===== config.mk =====
export PLATFORM = sky130hd
export DESIGN_NAME = spi_irq_collector
export DESIGN_NICKNAME = d
export VERILOG_FILES = /design/src/rtl/spi_irq_collector.sv
export SDC_FILE = /design/constraint.sdc
export NUM_CORES = 1
export LEC_CHECK = 0
export BUFFER_PORTS_ARGS = -buffer_cell sky130_fd_sc_hd__buf_2
export CAP_MARGIN = 10
export CORE_MARGIN = 8
export CORE_UTILIZATION = 60
export DETAILED_ROUTE_END_ITERATION = 7
export PLACE_DENSITY = 0.9
export SETUP_SLACK_MARGIN = 0.3
export SYNTH_ARGS = -nofsm -noshare
export SYNTH_HDL_FRONTEND = slang
export SYNTH_SLANG_ARGS = --single-unit

===== constraint.sdc =====
create_clock -name clk -period 2.8 [get_ports clk]
set_clock_uncertainty 0.15 [all_clocks]
set_input_delay 0.56 -clock clk [delete_from_list [all_inputs] [get_ports clk]]
set_output_delay 0.56 -clock clk [all_outputs]
set_load 0.01 [all_outputs]

===== src/rtl/spi_irq_collector.sv =====
// ============================================================================
// Module   : spi_irq_collector
// Purpose  : Turns 1-cycle SPI irq pulses into a CPU level interrupt with
//            saturating event coalescing and a post-ack holdoff window.
//            Optional unacked-timeout flag built when SPI_IRQ_TIMEOUT_EN is
//            defined.
// Revision : 1.0 - initial release
// ============================================================================
`default_nettype none

module spi_irq_collector #(
  parameter int CNT_W   = 8,
  parameter int HOLDOFF = 16,
  parameter int TIMEOUT = 4096
) (
  input  logic             clk,
  input  logic             rst_n,
  input  logic             i_irq_in,
  input  logic             i_ack,
  output logic             o_irq_level,
  output logic [CNT_W-1:0] o_pending_cnt,
  output logic             o_overflow,
  output logic             o_holdoff,
  output logic             o_timeout
);

  localparam int               HT_W        = (HOLDOFF > 1) ? $clog2(HOLDOFF) : 1;
  localparam logic [CNT_W-1:0] C_CNT_MAX   = '1;
  localparam logic [CNT_W-1:0] C_CNT_ONE   = CNT_W'(1);
  localparam logic [HT_W-1:0]  C_HOLD_INIT = HT_W'(HOLDOFF - 1);

  if (HOLDOFF < 1) begin : g_bad_holdoff
    $error("spi_irq_collector: HOLDOFF must be >= 1");
  end
  if (TIMEOUT < 2) begin : g_bad_timeout
    $error("spi_irq_collector: TIMEOUT must be >= 2");
  end

  typedef enum logic [1:0] {
    S_IDLE    = 2'd0,
    S_PENDING = 2'd1,
    S_HOLD    = 2'd2
  } state_t;

  state_t           r_state;
  logic [HT_W-1:0]  r_hold_tmr;
  logic             r_irq_level;
  logic [CNT_W-1:0] r_pending_cnt;
  logic             r_overflow;
  logic             r_holdoff;

  logic             w_cnt_at_max;
  logic [CNT_W-1:0] w_cnt_inc;

  assign w_cnt_at_max = (r_pending_cnt == C_CNT_MAX);
  assign w_cnt_inc    = w_cnt_at_max ? r_pending_cnt : r_pending_cnt + C_CNT_ONE;

  always_ff @(posedge clk or negedge rst_n) begin
    if (!rst_n) begin
      r_state       <= S_IDLE;
      r_hold_tmr    <= '0;
      r_irq_level   <= 1'b0;
      r_pending_cnt <= '0;
      r_overflow    <= 1'b0;
      r_holdoff     <= 1'b0;
    end else begin
      case (r_state)
        S_IDLE: begin
          if (i_irq_in) begin
            r_pending_cnt <= C_CNT_ONE;
            r_irq_level   <= 1'b1;
            r_state       <= S_PENDING;
          end
        end

        S_PENDING: begin
          if (i_ack) begin
            // A pulse coincident with the ack seeds the next interrupt.
            r_pending_cnt <= i_irq_in ? C_CNT_ONE : '0;
            r_irq_level   <= 1'b0;
            r_overflow    <= 1'b0;
            r_holdoff     <= 1'b1;
            r_hold_tmr    <= C_HOLD_INIT;
            r_state       <= S_HOLD;
          end else if (i_irq_in) begin
            r_pending_cnt <= w_cnt_inc;
            if (w_cnt_at_max) r_overflow <= 1'b1;
          end
        end

        S_HOLD: begin
          if (i_irq_in) begin
            r_pending_cnt <= w_cnt_inc;
            if (w_cnt_at_max) r_overflow <= 1'b1;
          end
          if (r_hold_tmr == '0) begin
            r_holdoff <= 1'b0;
            // Count is non-zero after this edge if it already was or a pulse lands now.
            if (i_irq_in || (r_pending_cnt != '0)) begin
              r_irq_level <= 1'b1;
              r_state     <= S_PENDING;
            end else begin
              r_state     <= S_IDLE;
            end
          end else begin
            r_hold_tmr <= r_hold_tmr - HT_W'(1);
          end
        end

        default: begin
          r_state <= S_IDLE;
        end
      endcase
    end
  end

  assign o_irq_level   = r_irq_level;
  assign o_pending_cnt = r_pending_cnt;
  assign o_overflow    = r_overflow;
  assign o_holdoff     = r_holdoff;

`ifdef SPI_IRQ_TIMEOUT_EN
  localparam int              TO_W   = $clog2(TIMEOUT);
  localparam logic [TO_W-1:0] C_TO_L = TO_W'(TIMEOUT - 1);

  logic [TO_W-1:0] r_to_cnt;
  logic            r_timeout;

  // Counter is held at zero outside PENDING, so it starts fresh on every entry.
  always_ff @(posedge clk or negedge rst_n) begin
    if (!rst_n) begin
      r_to_cnt  <= '0;
      r_timeout <= 1'b0;
    end else if (r_state == S_PENDING) begin
      if (i_ack) begin
        r_timeout <= 1'b0;
      end else if (r_to_cnt == C_TO_L) begin
        r_timeout <= 1'b1;
      end else begin
        r_to_cnt <= r_to_cnt + TO_W'(1);
      end
    end else begin
      r_to_cnt <= '0;
    end
  end

  assign o_timeout = r_timeout;
`else
  assign o_timeout = 1'b0;
`endif

endmodule

`default_nettype wire


======== After elaboration in Yosys (flattened, before gate mapping) ========
Index checks and enable logic that the tools add are counted.
word-level totals
  flip-flop bits (word level) ............. 17
  latch bits .............................. 0
  RAM bits ................................ 0
  bits in read-only memories .............. 0
  input port bits ......................... 4
  output and inout port bits .............. 12
  word-level logic and storage cells ...... 53
  memories kept ........................... 0
cells by class
  $add $sub $neg .......................... 2
  multiply operators ...................... 0
  divide/modulo/power cells ............... 0
  order comparisons ....................... 0
  equal/unequal tests ..................... 8
  shift-type cells ........................ 0
  multiplexer cells ....................... 26
  bitwise logic cells ..................... 0
  reduce and logical (&&, ||, !) cells .... 11
operators with widths
  operator                                                            count
  8-bit two-way mux                                                   4
  8-bit case mux with 3 select lines                                  1
  1-bit two-way mux                                                   11
  2-bit != test, second input constant                                5
  3-bit AND reduction                                                 3
  8-bit by 1-bit adder with 8-bit output, second input constant       1
  8-bit == test, second input constant                                1
  4-bit two-way mux                                                   2
  4-bit case mux with 2 select lines                                  1
  8-bit nonzero test                                                  1
  2-bit two-way mux                                                   3
  2-bit case mux with 3 select lines                                  1
  5-bit AND reduction                                                 1
  4-bit zero test                                                     1
  1-bit case mux with 2 select lines                                  2
  4-bit by 1-bit subtractor with 4-bit output, second input constant  1
  1-bit case mux with 3 select lines                                  1
  3-bit nonzero test                                                  1
  2-bit by 1-bit == test with 1-bit output, second input constant     1
  2-bit == test, second input constant                                1
  2-bit zero test                                                     1
  2-bit AND reduction                                                 1
  2-bit nonzero test                                                  1
  1-bit logical OR                                                    1

======== Longest topological paths before layout ========
  depth after elaboration ................. 5
  depth in mapped cells ................... 7
  depth with buffers taken out ............ 6

======== Least setup slack after synthesis ========
OpenSTA, ideal clock, no wires.
  path type ............................... reg-to-reg
  start ................................... reg r_state[1]
  end ..................................... reg r_pending_cnt[4] (netlist: o_pending_cnt[4])
  library setup time ...................... 121 ps
  data arrival time ....................... 1,551 ps
  data required time ...................... 2,529 ps
  path slack .............................. 978 ps
  stages on the path, launching flop included .. 8
  buffers on the path ..................... 1
  clock period less this slack ............ 1,822 ps
  path through ............................ dfrtp_1 > inv_1 > ha_1 > buf_2 > and2b_1 > o21ai_0 > a41oi_1 > o22a_1
on the way
  cells in the longest elaborated chain, start to end .. 3
  elaborated cells on any way between the ends .. 7
  classes of those cells .................. eq/ne: 3; mux: 1; reduce/logical: 3
ends and longest elaborated chain
  item                                                                  RTL line  text
  from (decl)                                                           45        state_t r_state;
  from (signal assigned)                                                60        r_state <= S_IDLE;
  from (signal assigned)                                                72        r_state <= S_PENDING;
  from (signal assigned)                                                84        r_state <= S_HOLD;
  2-bit == test (tied with other cells)                                 67        case (r_state)
  3-bit nonzero test (no line) / 2-bit != test (equally long branches)  -
  2-bit AND reduction (no line)                                         -
  to (signal assigned)                                                  79        r_pending_cnt <= i_irq_in ? C_CNT_ONE : '0;
  to (signal assigned)                                                  86        r_pending_cnt <= w_cnt_inc;
  to (signal assigned)                                                  93        r_pending_cnt <= w_cnt_inc;
  to (decl)                                                             48        logic [CNT_W-1:0] r_pending_cnt;
Several ways; a longest one is shown, not always the timed one.
A chain may end at the register's enable or synchronous reset.

======== Final worst setup path ========
Ends and elaborated chain as after synthesis.

==> key figures <==
Outcome
  • Status: finished, final reports clean

Timing
  • Fin. max-slew vios: 0
  • Fmax: between 400 and 500 MHz
  • Final worst-path cycle share: about three quarters
  • Final hold vios: 0
  • Setup_tns: 0 ns
  • Unrepaired setup endpoints after global routing: false
  • Final setup viols: 0
  • WHS: 0.0122 ns
  • Final period demand of the worst path: 2.06 ns

Global route
  • GR Overflow Total: 0
  • Initial antenna violation count: 0
  • Largest net degree at the start of global routing: 18
  • Total track usage: 16.1%
  • First-pass GRT wire length: between 4 and 5 mm
  • Vias in the first global route: 1069

Floorplan
  • Die width: around 60 um
  • Initial Utilization: 61.2%
  • DIE AREA: 0.00361 mm2
  • Core ar.: 0.00190 mm2
  • Ports: 16
  • Rows: 16
  • Die Y: 60.1 um

Clock tree
  • CTS tree: done
  • Root Driver: clkbuf_4
  • Clock sink count: 17
  • Post-CTS Setup Bufs: 0
  • Hold-fix buffers, CTS: 0
  • Worst skew pair latency: 0.29 ns
  • Clock slew at reported path FFs: 0.09 ns
  • H-tree depth: 1
  • CTS Buf Count: 3
  • Post-CTS sizing: 0
  • Max Buffers Root-to-Sink: 2

Logic synthesis
  • Post-synth EDFFs: 0
  • Ys Warns: 0
  • Syn Area/Cell: around 8.6 um2
  • Cell Area, Synth: 0.00116 mm2
  • Complex-gate fraction of the synthesized area: 24.9%
  • Predominant post-synthesis flop cell: dfrtp_1
  • Post-synthesis mux area share: approximately 1.7%
  • Post-synthesis register bit count: 17
  • Post-synthesis xor/xnor area fraction: 0%
  • Register area share after synthesis: 36.5%
  • Main combinational cell family by area after synthesis: compound AO/OA/AOI/OAI gates
  • Post-synthesis cell type count: 40
  • Ys async rst share: 100%
  • Mapped Cells: 136
  • Post-Synth Simple-Gate Area: 20.4%
  • Post-synthesis adder-cell area fraction: under 10%
  • Post-Syn Nets: 148

Routing
  • DR DRC count: 0
  • Met1 Routed Length: about 1.1 mm
  • Drt first pass iters: 4
  • Vias post-DR: about 1100
  • Detailed Route Iter0 Violations: 69
  • Final ANT Viol Nets: 0
  • Routed vias/inst: 6.51
  • Met3 WL: ~230 um
  • Met2 wire length: 1.27 mm
  • Avg WL per Cell: 15.4 um
  • Routed WL: 2.69 mm
  • Highest metal used: met4

Run
  • Number of max-cap violations: 0

Placed design
  • Placed standard-cell area: 0.00123 mm2
  • GPL Wtd Cong: 0.941
  • Port Buffers: 14
  • Hpwl dp: 1.94 mm
  • Placed cell count: 170

Finish
  • Fill count: between 150 and 200
  • Nets: between 150 and 200
  • Final instance area: 0.00125 mm2
  • Area delta synth->final: 7.52%
  • Final Util: approximately two thirds
  • Layout cells sized above 1: around 15%
  • Ant diodes: 0
  • Finished Layout Cells: 174

Power
  • Power Dens Cells: 798 mW/mm2
  • Leakage: 0.581 nW
  • VDD IR max: between 0.0005 and 0.0006 V

Setup path
  • Reg2reg path depth: 6
  • CP Capture Type: flop
  • CP Max Fanout: 10
  • Worst path cell trace: inv_1 > ha_1 > and2b_1 > o21ai_0 > a41oi_1 > o22a_1
  • CP max stage cell: dfrtp_1
  • Levels on crit path: 6
  • CP Class: reg -> reg
  • Worst path bufs/invs: 1
  • Worst endpoint data arrival time: around 2.1 ns
  • Critical Path RT: 2.84 ns
  • Largest stage delay on the critical path: 0.42 ns
  • Startpoint Class: flop
  • Delay-heaviest family, CP: compound AO/OA/AOI/OAI gates

Min path
  • Type of the most critical hold path: in -> async
## cell usage in the layout (no fill, tap or decap), types with 6 or more instances in the layout
cell type / count
dfrtp_1: 17
a21oi_1: 16
buf_2: 14
inv_1: 12
nor2_1: 10
nand3_1: 8
ha_1: 8
o21ai_0: 6
nand2_1: 6
## where the power goes
part	internal [W]	switching (W)	leakage [nW]
Sequential	0.000291	0.0000536	0.205
Clock	0.0000555	0.0000759	0.0150
Combinational	0.000209	0.000315	0.361
Total	0.000555	0.000444	0.581
## metal layers
layer,vias up,global-route usage [%]
met2,75,24.6
met5,-,0
li1,518,-
met4,0,10.5
met3,9,4.95
met1,530,19.0
## worst paths after layout
path                                  start                to  slack [ns]
worst min-delay path                  rst_n  o_pending_cnt[4]        0.01
max in group asynchronous             rst_n        r_state[1]        2.22
worst max register to register   r_state[1]  o_pending_cnt[4]        0.74
worst min register to register  o_irq_level       o_irq_level        0.41
min in group clk                o_irq_level       o_irq_level        0.41
worst max-delay path             r_state[1]  o_pending_cnt[4]        0.74
## logic make-up after synthesis
logic type | Yosys count
AO/OA/AOI/OAI | 45
AND/OR/NAND/NOR | 44
buffers and inverters | 19
flip-flops | 17
adder cells (fa/ha/maj) | 8
multiplexers | 2
other | 1
## cells in the mapped netlist (2+ instances only)
library cell	instances	area share (%)
a21o_1	2	1.3
a21oi_1	16	6.9
a31oi_1	2	1.1
a41oi_1	2	1.5
and2b_1	2	1.3
buf_2	4	1.7
dfrtp_1	17	37
ha_1	8	8.6
inv_1	12	3.9
mux2i_1	2	1.7
nand2_1	6	1.9
nand3_1	8	3.4
nand3b_1	2	1.3
nand4_1	4	2.1
nor2_1	10	3.2
nor3_1	3	1.3
nor4_1	2	1.1
o211ai_1	3	1.9
o21ai_0	6	2.6
o21ai_1	4	1.7
or2_2	2	1.1
## flip-flops by register name, summed over array words and instances (netlist names)
register and count:
o_pending_cnt 8, o_holdoff 1, r_state 2, o_irq_level 1, o_overflow 1, r_hold_tmr 4
## metrics by stage
stage               power [W]  setup slack, ns
finish               0.000999            0.735
global route          0.00108            0.613
CTS                  0.000991            0.774
detailed placement   0.000853            0.788
global placement     0.000824            0.886
floorplan            0.000734            0.978
## area by class of cell
type | count | area, um2 | share of cell area (%)
Sequential cell | 17 | 425 | 34.0
Multi-Input combinational cell | 100 | 652 | 52.0
Timing Repair Buffer | 14 | 70.1 | 5.59
Tap cell | 27 | 33.8 | 2.70
Clock buffer | 4 | 26.3 | 2.10
Inverter | 12 | 45.0 | 3.60
No activity file was read; power rests on OpenSTA's default activity.
